<file path="config.mk">
export PLATFORM = sky130hd
export DESIGN_NAME = data_mem_initiator
export DESIGN_NICKNAME = d
export VERILOG_FILES = /design/src/rtl/data_mem_pkg.sv /design/src/rtl/load_extend.sv /design/src/rtl/data_mem_initiator.sv
export SDC_FILE = /design/constraint.sdc
export NUM_CORES = 1
export LEC_CHECK = 0
export BUFFER_PORTS_ARGS = -buffer_cell sky130_fd_sc_hd__buf_2
export CAP_MARGIN = 5
export CELL_PAD_IN_SITES_DETAIL_PLACEMENT = 1
export CELL_PAD_IN_SITES_GLOBAL_PLACEMENT = 1
export CORE_ASPECT_RATIO = 0.7
export CORE_MARGIN = 2
export CORE_UTILIZATION = 34
export CTS_CLUSTER_SIZE = 12
export DETAILED_ROUTE_END_ITERATION = 7
export PLACE_DENSITY_LB_ADDON = 0.3
export SLEW_MARGIN = 0
export SYNTH_ARGS = -nofsm -noshare
export SYNTH_HDL_FRONTEND = slang
export SYNTH_SLANG_ARGS = --single-unit
</file>
<file path="constraint.sdc">
create_clock -name clk -period 2.5 [get_ports clk]
set_input_delay 0.75 -clock clk [delete_from_list [all_inputs] [get_ports clk]]
set_output_delay 0.75 -clock clk [all_outputs]
set_load 0.02 [all_outputs]
</file>
<file path="src/rtl/data_mem_pkg.sv">
// Shared encodings for the byte-serial data memory initiator: access sizes, FSM states, memory size.
// Pure definitions; no logic, no latency, no flow control.
package data_mem_pkg;

  localparam int ADDR_LIMIT_DEFAULT = 256;

  localparam logic [1:0] SIZE_BYTE = 2'd0;
  localparam logic [1:0] SIZE_HALF = 2'd1;
  localparam logic [1:0] SIZE_WORD = 2'd2;
  localparam logic [1:0] SIZE_RSVD = 2'd3;

  typedef enum logic [1:0] {
    IDLE   = 2'd0,
    ACCESS = 2'd1,
    RESP   = 2'd2
  } state_t;

  // The reserved size maps to 4 so the range check stays well defined; it errors anyway.
  function automatic logic [2:0] sizeBytes(input logic [1:0] size);
    case (size)
      SIZE_BYTE: return 3'd1;
      SIZE_HALF: return 3'd2;
      default:   return 3'd4;
    endcase
  endfunction

  function automatic logic [7:0] byteLane(input logic [31:0] data, input logic [1:0] lane);
    return data[{lane, 3'b000} +: 8];
  endfunction

endpackage

</file>
<file path="src/rtl/load_extend.sv">
// Sign/zero-extends a little-endian assembled load value to 32 bits by access size.
// Combinational, zero latency; no flow control. Reserved size yields 0.
module load_extend
  import data_mem_pkg::*;
(
  input  logic [31:0] data,
  input  logic [1:0]  size,
  input  logic        isSigned,
  output logic [31:0] result
);

  always_comb begin
    result = '0;
    case (size)
      SIZE_BYTE: result = {{24{isSigned & data[7]}}, data[7:0]};
      SIZE_HALF: result = {{16{isSigned & data[15]}}, data[15:0]};
      SIZE_WORD: result = data;
      default:   result = '0;
    endcase
  end

endmodule

</file>
<file path="src/rtl/data_mem_initiator.sv">
// Byte-serial load/store initiator: walks 1/2/4 bytes over the memory byte port, responds one cycle later.
// Latency N+1 cycles after accept (1 on error); reqReady only in IDLE, so requests stall during ACCESS/RESP.
module data_mem_initiator
  import data_mem_pkg::*;
#(
  parameter int ADDR_LIMIT = ADDR_LIMIT_DEFAULT
) (
  input  logic        clk,
  input  logic        reset,
  input  logic        reqValid,
  output logic        reqReady,
  input  logic        reqWrite,
  input  logic [1:0]  reqSize,
  input  logic        reqSigned,
  input  logic [31:0] reqAddress,
  input  logic [31:0] reqData,
  output logic        respValid,
  output logic [31:0] respData,
  output logic        respError,
  output logic [31:0] memAddress,
  output logic [7:0]  memWriteData,
  input  logic [7:0]  memReadData,
  output logic        MemRead,
  output logic        MemWrite
);

  state_t      state;
  logic        writeReg;
  logic        signedReg;
  logic        errReg;
  logic [1:0]  sizeReg;
  logic [1:0]  idx;
  logic [1:0]  lastIdx;
  logic [31:0] baseReg;
  logic [31:0] dataReg;

  logic [2:0]  reqBytes;
  logic [32:0] reqEnd;
  logic        reqErr;
  logic        accessing;
  logic [31:0] extData;

  // 33-bit end address so 0xFFFFFFFF + n cannot wrap back into range.
  assign reqBytes = sizeBytes(reqSize);
  assign reqEnd   = {1'b0, reqAddress} + {30'b0, reqBytes};
  assign reqErr   = (reqSize == SIZE_RSVD) || (reqEnd > 33'(ADDR_LIMIT));

  always_ff @(posedge clk or posedge reset) begin
    if (reset) begin
      state     <= IDLE;
      writeReg  <= 1'b0;
      signedReg <= 1'b0;
      errReg    <= 1'b0;
      sizeReg   <= SIZE_BYTE;
      idx       <= '0;
      lastIdx   <= '0;
      baseReg   <= '0;
      dataReg   <= '0;
    end else begin
      case (state)
        IDLE: begin
          if (reqValid) begin
            writeReg  <= reqWrite;
            signedReg <= reqSigned;
            sizeReg   <= reqSize;
            baseReg   <= reqAddress;
            dataReg   <= reqWrite ? reqData : 32'b0;
            idx       <= '0;
            lastIdx   <= 2'(reqBytes - 3'd1);
            errReg    <= reqErr;
            state     <= reqErr ? RESP : ACCESS;
          end
        end
        ACCESS: begin
          if (!writeReg) begin
            dataReg[{idx, 3'b000} +: 8] <= memReadData;
          end
          idx <= idx + 2'd1;
          if (idx == lastIdx) begin
            state <= RESP;
          end
        end
        RESP: begin
          state <= IDLE;
        end
        default: begin
          state <= IDLE;
        end
      endcase
    end
  end

  // Strobes decode from registered state so reset drops them without waiting for a clock.
  assign accessing    = (state == ACCESS);
  assign MemWrite     = accessing && writeReg;
  assign MemRead      = accessing && !writeReg;
  assign memAddress   = accessing ? (baseReg + {30'b0, idx}) : 32'b0;
  assign memWriteData = MemWrite ? byteLane(dataReg, idx) : 8'b0;

  assign reqReady  = (state == IDLE);
  assign respValid = (state == RESP);
  assign respError = respValid && errReg;

  load_extend uExtend (
    .data     (dataReg),
    .size     (sizeReg),
    .isSigned (signedReg),
    .result   (extData)
  );

  assign respData = (respValid && !writeReg && !errReg) ? extData : 32'b0;

endmodule
</file>
==> impl_metrics.ini, run 1 <==
[floorplan]
coreArea_um2 = 14860
die_h_um = 107.6
pin_count = 156
fp.dieArea_um2 = 16370
die_w_um = 152.1
placementRows = 37
initial_core_util = 0.3511

[grt]
grt-ovfl-total = 0
globalRouteTotalUtil = 0.2786
grt_start_max_net_pins = 76
grt_pass1_wl_mm = 35.16
grt_antenna_before_repair = 0
grt_pass1_vias = 6221

[clocking]
worstSkewPairLatency_ns = 0.35
clk_pin_slew_ns = 0.06
holdBufCountCts = 0
clockBufferDepth = 2
cts.htree.levels = 3
cts_root_buf = clkbuf_16
cts_tree = done
clock_sinks = 75
cts_buffers = 9

[yosys]
yosysUniqueCellTypes = 54
yosysWarnings = 0
synth_top_flop_cell = dfrtp_1
synthCells = 650
postSynthAreaPerCell_um2 = 8.027
yosys.area.top_type = dfrtp_1
synth.area.top_cells = dfrtp_1 36%, nand2_1 11%, a21oi_1 5.5%
ys_ff_latch = 75
yosys.area.top_type_share = 0.3597
syn-num-nets = 740
async_flop_share = 1.000
syn_area_um2 = 5218
synth-edff-count = 0
yosysSeqAreaShare = 0.3597

[sta]
maxSlewHeadroom = 0.5528
setup_viol = 43
drv_slew = 0
worst_slack_ns = -0.5719
finClkSkew_ns = 0.006790
rsz0062_at_grt = yes
tns_ns = -13.93
tightest_slew_ns = 0.6708
fin_crit_sh = 1.229
fmax_mhz = 325.5
hold_violations = 0
fin_crit_ns = 3.072

[critical_path]
cp_slowest_cell = dfrtp_1
crit_arrival_ns = 2.32
path_class = register to output port
critPathLaunchType = register
path_cells = ha_1 > a21o_1 > nand4_1 > buf_6 > nor3_4 > nor3b_4 > nand3_1 > xor2_1 > nor2_2 > buf_4
crit_path_end_kind = output port
cp_max_fo = 3
critPathRequiredTime_ns = 1.75
cpPeakStageDelay_ns = 0.38

[pwr]
p_leak_uw = 0.003818
power.density_nw_per_um2 = 526.8
power_uw = 4315
vdd_drop_max_uv = 381.0

[route]
vias = 6186
avgViaCountPerCell = 5.578
postRouteAntennaNets = 0
drc = 0
wl_mm = 23.39
wire_per_inst_um = 21.09
dr.pass1.iters = 6
drt_iter0_drc = 439

[run_status]
status = finished, violations left
violations = negative setup slack

[placed_design]
io_buffers = 155
place_inst = 1059
dpl-instance-area_um2 = 7009
dp_hpwl_mm = 16.98
dp_slack_ns = -0.7759
gp_congestion = 0.9970

[final_layout]
layoutNonFillerInstCount = 1109
diodes = 0
final_area_um2 = 8192
syn_to_final_growth_pct = 57.00
fin_nets = 999
drive_above_1_share = 0.4519

[run]
timing.max_cap.violations = 0

[min_path]
hold_class = register to register
[cells in the mapped netlist, types with 9 or more instances]
| library cell | number |
|---|---|
| a21oi_1 | 57 |
| clkbuf_1 | 33 |
| and3_1 | 21 |
| nand3_1 | 19 |
| nor2_1 | 64 |
| ha_1 | 9 |
| xor2_1 | 25 |
| dfrtp_1 | 75 |
| nand4_1 | 15 |
| o21ai_0 | 27 |
| a22oi_1 | 33 |
| nand2_1 | 150 |
| and4_1 | 10 |
| xnor2_1 | 17 |
[timing repair]
item	CTS	global route
gates resized for setup	115	54
endpoints found under the setup margin	66	99
buffers inserted	21	18
pin swaps	38	28
gates cloned	2	2
[cell families (layout without fill, tap and decap cells)]
kind of cell / Yosys count / after routing / synth area share
simple gates: 318 / 318 / 0.2906
compound gates: 146 / 147 / 0.1746
flops: 75 / 75 / 0.3597
buf+inv: 48 / 311 / 0.03669
xor+xnor: 42 / 42 / 0.07050
fa+ha+maj: 11 / 11 / 0.02926
mux: 10 / 10 / 0.03861
[per-layer routing]
layer / GRT usage / wire, um
met5: 0 / 0
met4: 0.07810 / 444
met3: 0.04589 / 1604
met2: 0.4356 / 10730
met1: 0.3997 / 10610
[cell usage in the layout (no fill, tap or decap), types with 21 or more instances in the layout]
cell	instances
nand2_1	146
buf_4	138
buf_2	109
dfrtp_1	73
a21oi_1	46
nor2_1	42
buf_6	34
a22oi_1	33
o21ai_0	25
xor2_1	21
[critical path, delay by kind of cell (launching register included)]
kind            cells  cell delay, ns
xor+xnor            1            0.17
buf+inv             2            0.30
simple gates        5            0.72
fa+ha+maj           1            0.28
compound gates      1            0.13
flops               1            0.38
[worst paths after layout]
| path | startpoint | end | slack, ns | cells after the start |
|---|---|---|---|---|
| worst min-delay path | lastIdx[1] | lastIdx[1] | 0.51 | 2 |
| worst max register to register | idx[0] | dataReg[15] | 0.18 | 10 |
| worst min register to register | lastIdx[1] | lastIdx[1] | 0.51 | 2 |
| worst max-delay path | idx[1] | memAddress[29] | -0.57 | 10 |
| max in group asynchronous | reset | sizeReg[0] | 1.62 | 3 |
| min in group asynchronous | reset | dataReg[30] | 0.52 | 3 |
[state kept, by name, indices dropped and copies added, names as in the netlist]
signal	cells
signedReg	1
lastIdx	2
sizeReg	2
errReg	1
state	2
dataReg	32
writeReg	1
idx	2
baseReg	32
[final cells by class]
class | count | area [um^2]
fill | 1804 | 6669
multi-input combinational | 528 | 3661
timing repair buffer | 287 | 2085
sequential | 75 | 1879
clock buffer | 11 | 252.7
tap | 195 | 244.0
clock inverter | 5 | 36.28
inverter | 8 | 33.78
[power by group]
group / switching, uW / leakage (uW) / internal, uW
logic: 714 / 0.00277 / 572
clock network: 556 / 0.000134 / 728
registers: 286 / 0.000910 / 1460
[through the flow]
step,utilization,hold WS [ns]
floorplan,-,0.4497
global placement,0.4717,0.4723
detailed placement,0.4717,0.4930
CTS,0.5302,0.5107
global route,0.5512,0.5392
finish,0.5512,0.5066
Note: power is estimated with default switching activity, not from simulation.
==> run 2, diff against run 1 <==
CORE_MARGIN = 10   (was 2)
==> run 2 against run 1 <==
  * Sequential cell count stayed put
  * Clock power is 7% higher
  * Count of clock-buffer cells in the layout stayed put
  * Final area is 8.8% higher
  * Largest power group unchanged
  * Utilization is 4.9 points higher
  * Non-clock buffer count is 1 higher
  * Fmax is 2.4% lower
  * The flow still finishes with violations (negative setup slack)
  * Sequential power hardly changed
  * Clock skew is 0.0012 ns higher
  * Combinational power is 12% higher
  * Hold slack worse by 0.030 ns
  * Highest routed layer unchanged
==> impl_metrics.ini, run 2 (synthesis results as in run 1) <==
[run_status]
status = finished, violations left
violations = negative setup slack

[critical_path]
critPathRequiredTime_ns = 1.75
crit_path_end_kind = output port
cp_max_fo = 5
path_cells = buf_6 > buf_6 > buf_6 > buf_6 > buf_6 > buf_6 > buf_12 > mux4_2 > and3_1 > buf_2
crit_arrival_ns = 2.40
path_class = register to output port
cp_common_cell = buf_6
cp_slowest_cell = dfrtp_1
critPathLaunchType = register
cpPeakStageDelay_ns = 0.42

[final_layout]
final_common_cell = nand2_1
register_area_um2 = 1881
reg.largest.list = baseReg x32, dataReg x32
syn_to_final_growth_pct = 70.89
drive_above_1_share = 0.4923
final_util = 0.6000
fin_nets = 1000
n_fill_cell = 1737
layout_common_cells = 145 x nand2_1, 108 x buf_4, 89 x buf_2
multi_input_area_um2 = 4038

[floorplan]
fp.dieArea_um2 = 20780
die_h_um = 123.6
coreArea_um2 = 14860
initial_core_util = 0.3511
placementRows = 37
die_w_um = 168.1
pin_count = 156

[placed_design]
io_buffers = 155
dp_hpwl_mm = 18.13
gp_congestion = 0.9951

[grt]
grt_start_max_net_pins = 76
grt_pass1_vias = 6938
grt_antenna_before_repair = 1
grt-ovfl-total = 0
globalRouteTotalUtil = 0.2514
grt_pass1_wl_mm = 41.03

[sta]
hold_violations = 0
rsz0062_at_grt = yes
finClkSkew_ns = 0.008034
fin_crit_ns = 3.147
worst_slack_ns = -0.6471
maxSlewHeadroom = 0.5551
tightest_slew_ns = 0.6673
tns_ns = -21.30
drv_slew = 0
fmax_mhz = 317.8
setup_viol = 67
fin_crit_sh = 1.259

[clocking]
clock_sinks = 75
clk_pin_slew_ns = 0.07
worstSkewPairLatency_ns = 0.35
cts_buffers = 9
clockBufferDepth = 2
cts.htree.levels = 3
cts_tree = done
holdBufCountCts = 0
cts_root_buf = clkbuf_16

[route]
drt_iter0_drc = 477
postRouteAntennaNets = 0
dr.pass1.iters = 7
wl_mm = 28.21
avgViaCountPerCell = 5.829
vias = 6476
wire_per_inst_um = 25.39
drc = 0

[pwr]
power.density_nw_per_um2 = 512.4
vdd_drop_max_uv = 421.5
p_leak_uw = 0.003930

[min_path]
hold_class = primary input to async pin

[run]
timing.max_cap.violations = 0
-- run 2: cell types whose count changed in the layout (fill, tap and decap cells not counted), sizes merged --
cell      change
diode         +2
buf           +2
clkinv        +1
clkbuf        -1
bufinv        +1
clkinvlp      -2
inv           -1
-- run 2: worst max-delay path, delay by kind of cell (launching register included) --
family	cells	cell delay, ns
muxes	1	0.42
and+or+nand+nor	1	0.23
buffers and inverters	8	0.97
DFF	1	0.42
-- run 2: what timing repair did --
action / 4_1_cts / 5_1_grt
setup buffers: 23 / 11
setup endpoints to repair: 67 / 107
gates resized for setup: 215 / 111
pin swaps: 37 / 38
gates cloned: 7 / 0
-- run 2: routing by layer --
metal / track usage / up-vias / part of all wire
met5: 0 / - / 0
met4: 0.05965 / 0 / 0.024
met3: 0.08247 / 54 / 0.083
met2: 0.4212 / 303 / 0.49
met1: 0.3104 / 3290 / 0.40
li1: - / 2829 / -
-- run 2: path summary, 6_finish.rpt --
kind                             startpoint               to  slack [ns]  cells past startpoint
worst min-delay path                  reset       baseReg[7]        0.48                      3
worst max register to register       idx[0]       dataReg[1]       -0.01                     14
min in group clk                baseReg[31]      baseReg[31]        0.51                      2
worst min register to register  baseReg[31]      baseReg[31]        0.51                      2
max in group asynchronous             reset       dataReg[7]        1.61                      3
worst max-delay path                 idx[0]  memWriteData[5]       -0.65                     10
-- run 2: area by class of cell --
class                      count  share of cell area
antenna                        2           0.0005613
sequential                    75              0.2109
clock buffer                  11             0.02722
multi-input combinational    528              0.4528
clock inverter                 4            0.005754
timing repair buffer         288              0.2710
inverter                       8            0.004350
tap                          195             0.02736
-- run 2: through the flow --
stage               cells  hold slack, ns  power, uW  worst slack, ns  instance area (um^2)
floorplan             650          0.4497       2263          -0.3191                  5394
global route         1110          0.5320       4759          -0.7592                  8914
global placement     1062          0.4854       2766          -0.6775                  7057
detailed placement   1062          0.4995       2847          -0.7599                  7057
CTS                  1105          0.5147       4358          -0.5807                  8447
finish               1111          0.4766       4568          -0.6471                  8916
-- run 2: power by group --
part           internal (uW)  leakage, uW  switching, uW
combinational            603      0.00288            841
clock                    797     0.000142            571
sequential              1460     0.000909            297
total                   2860      0.00393           1710
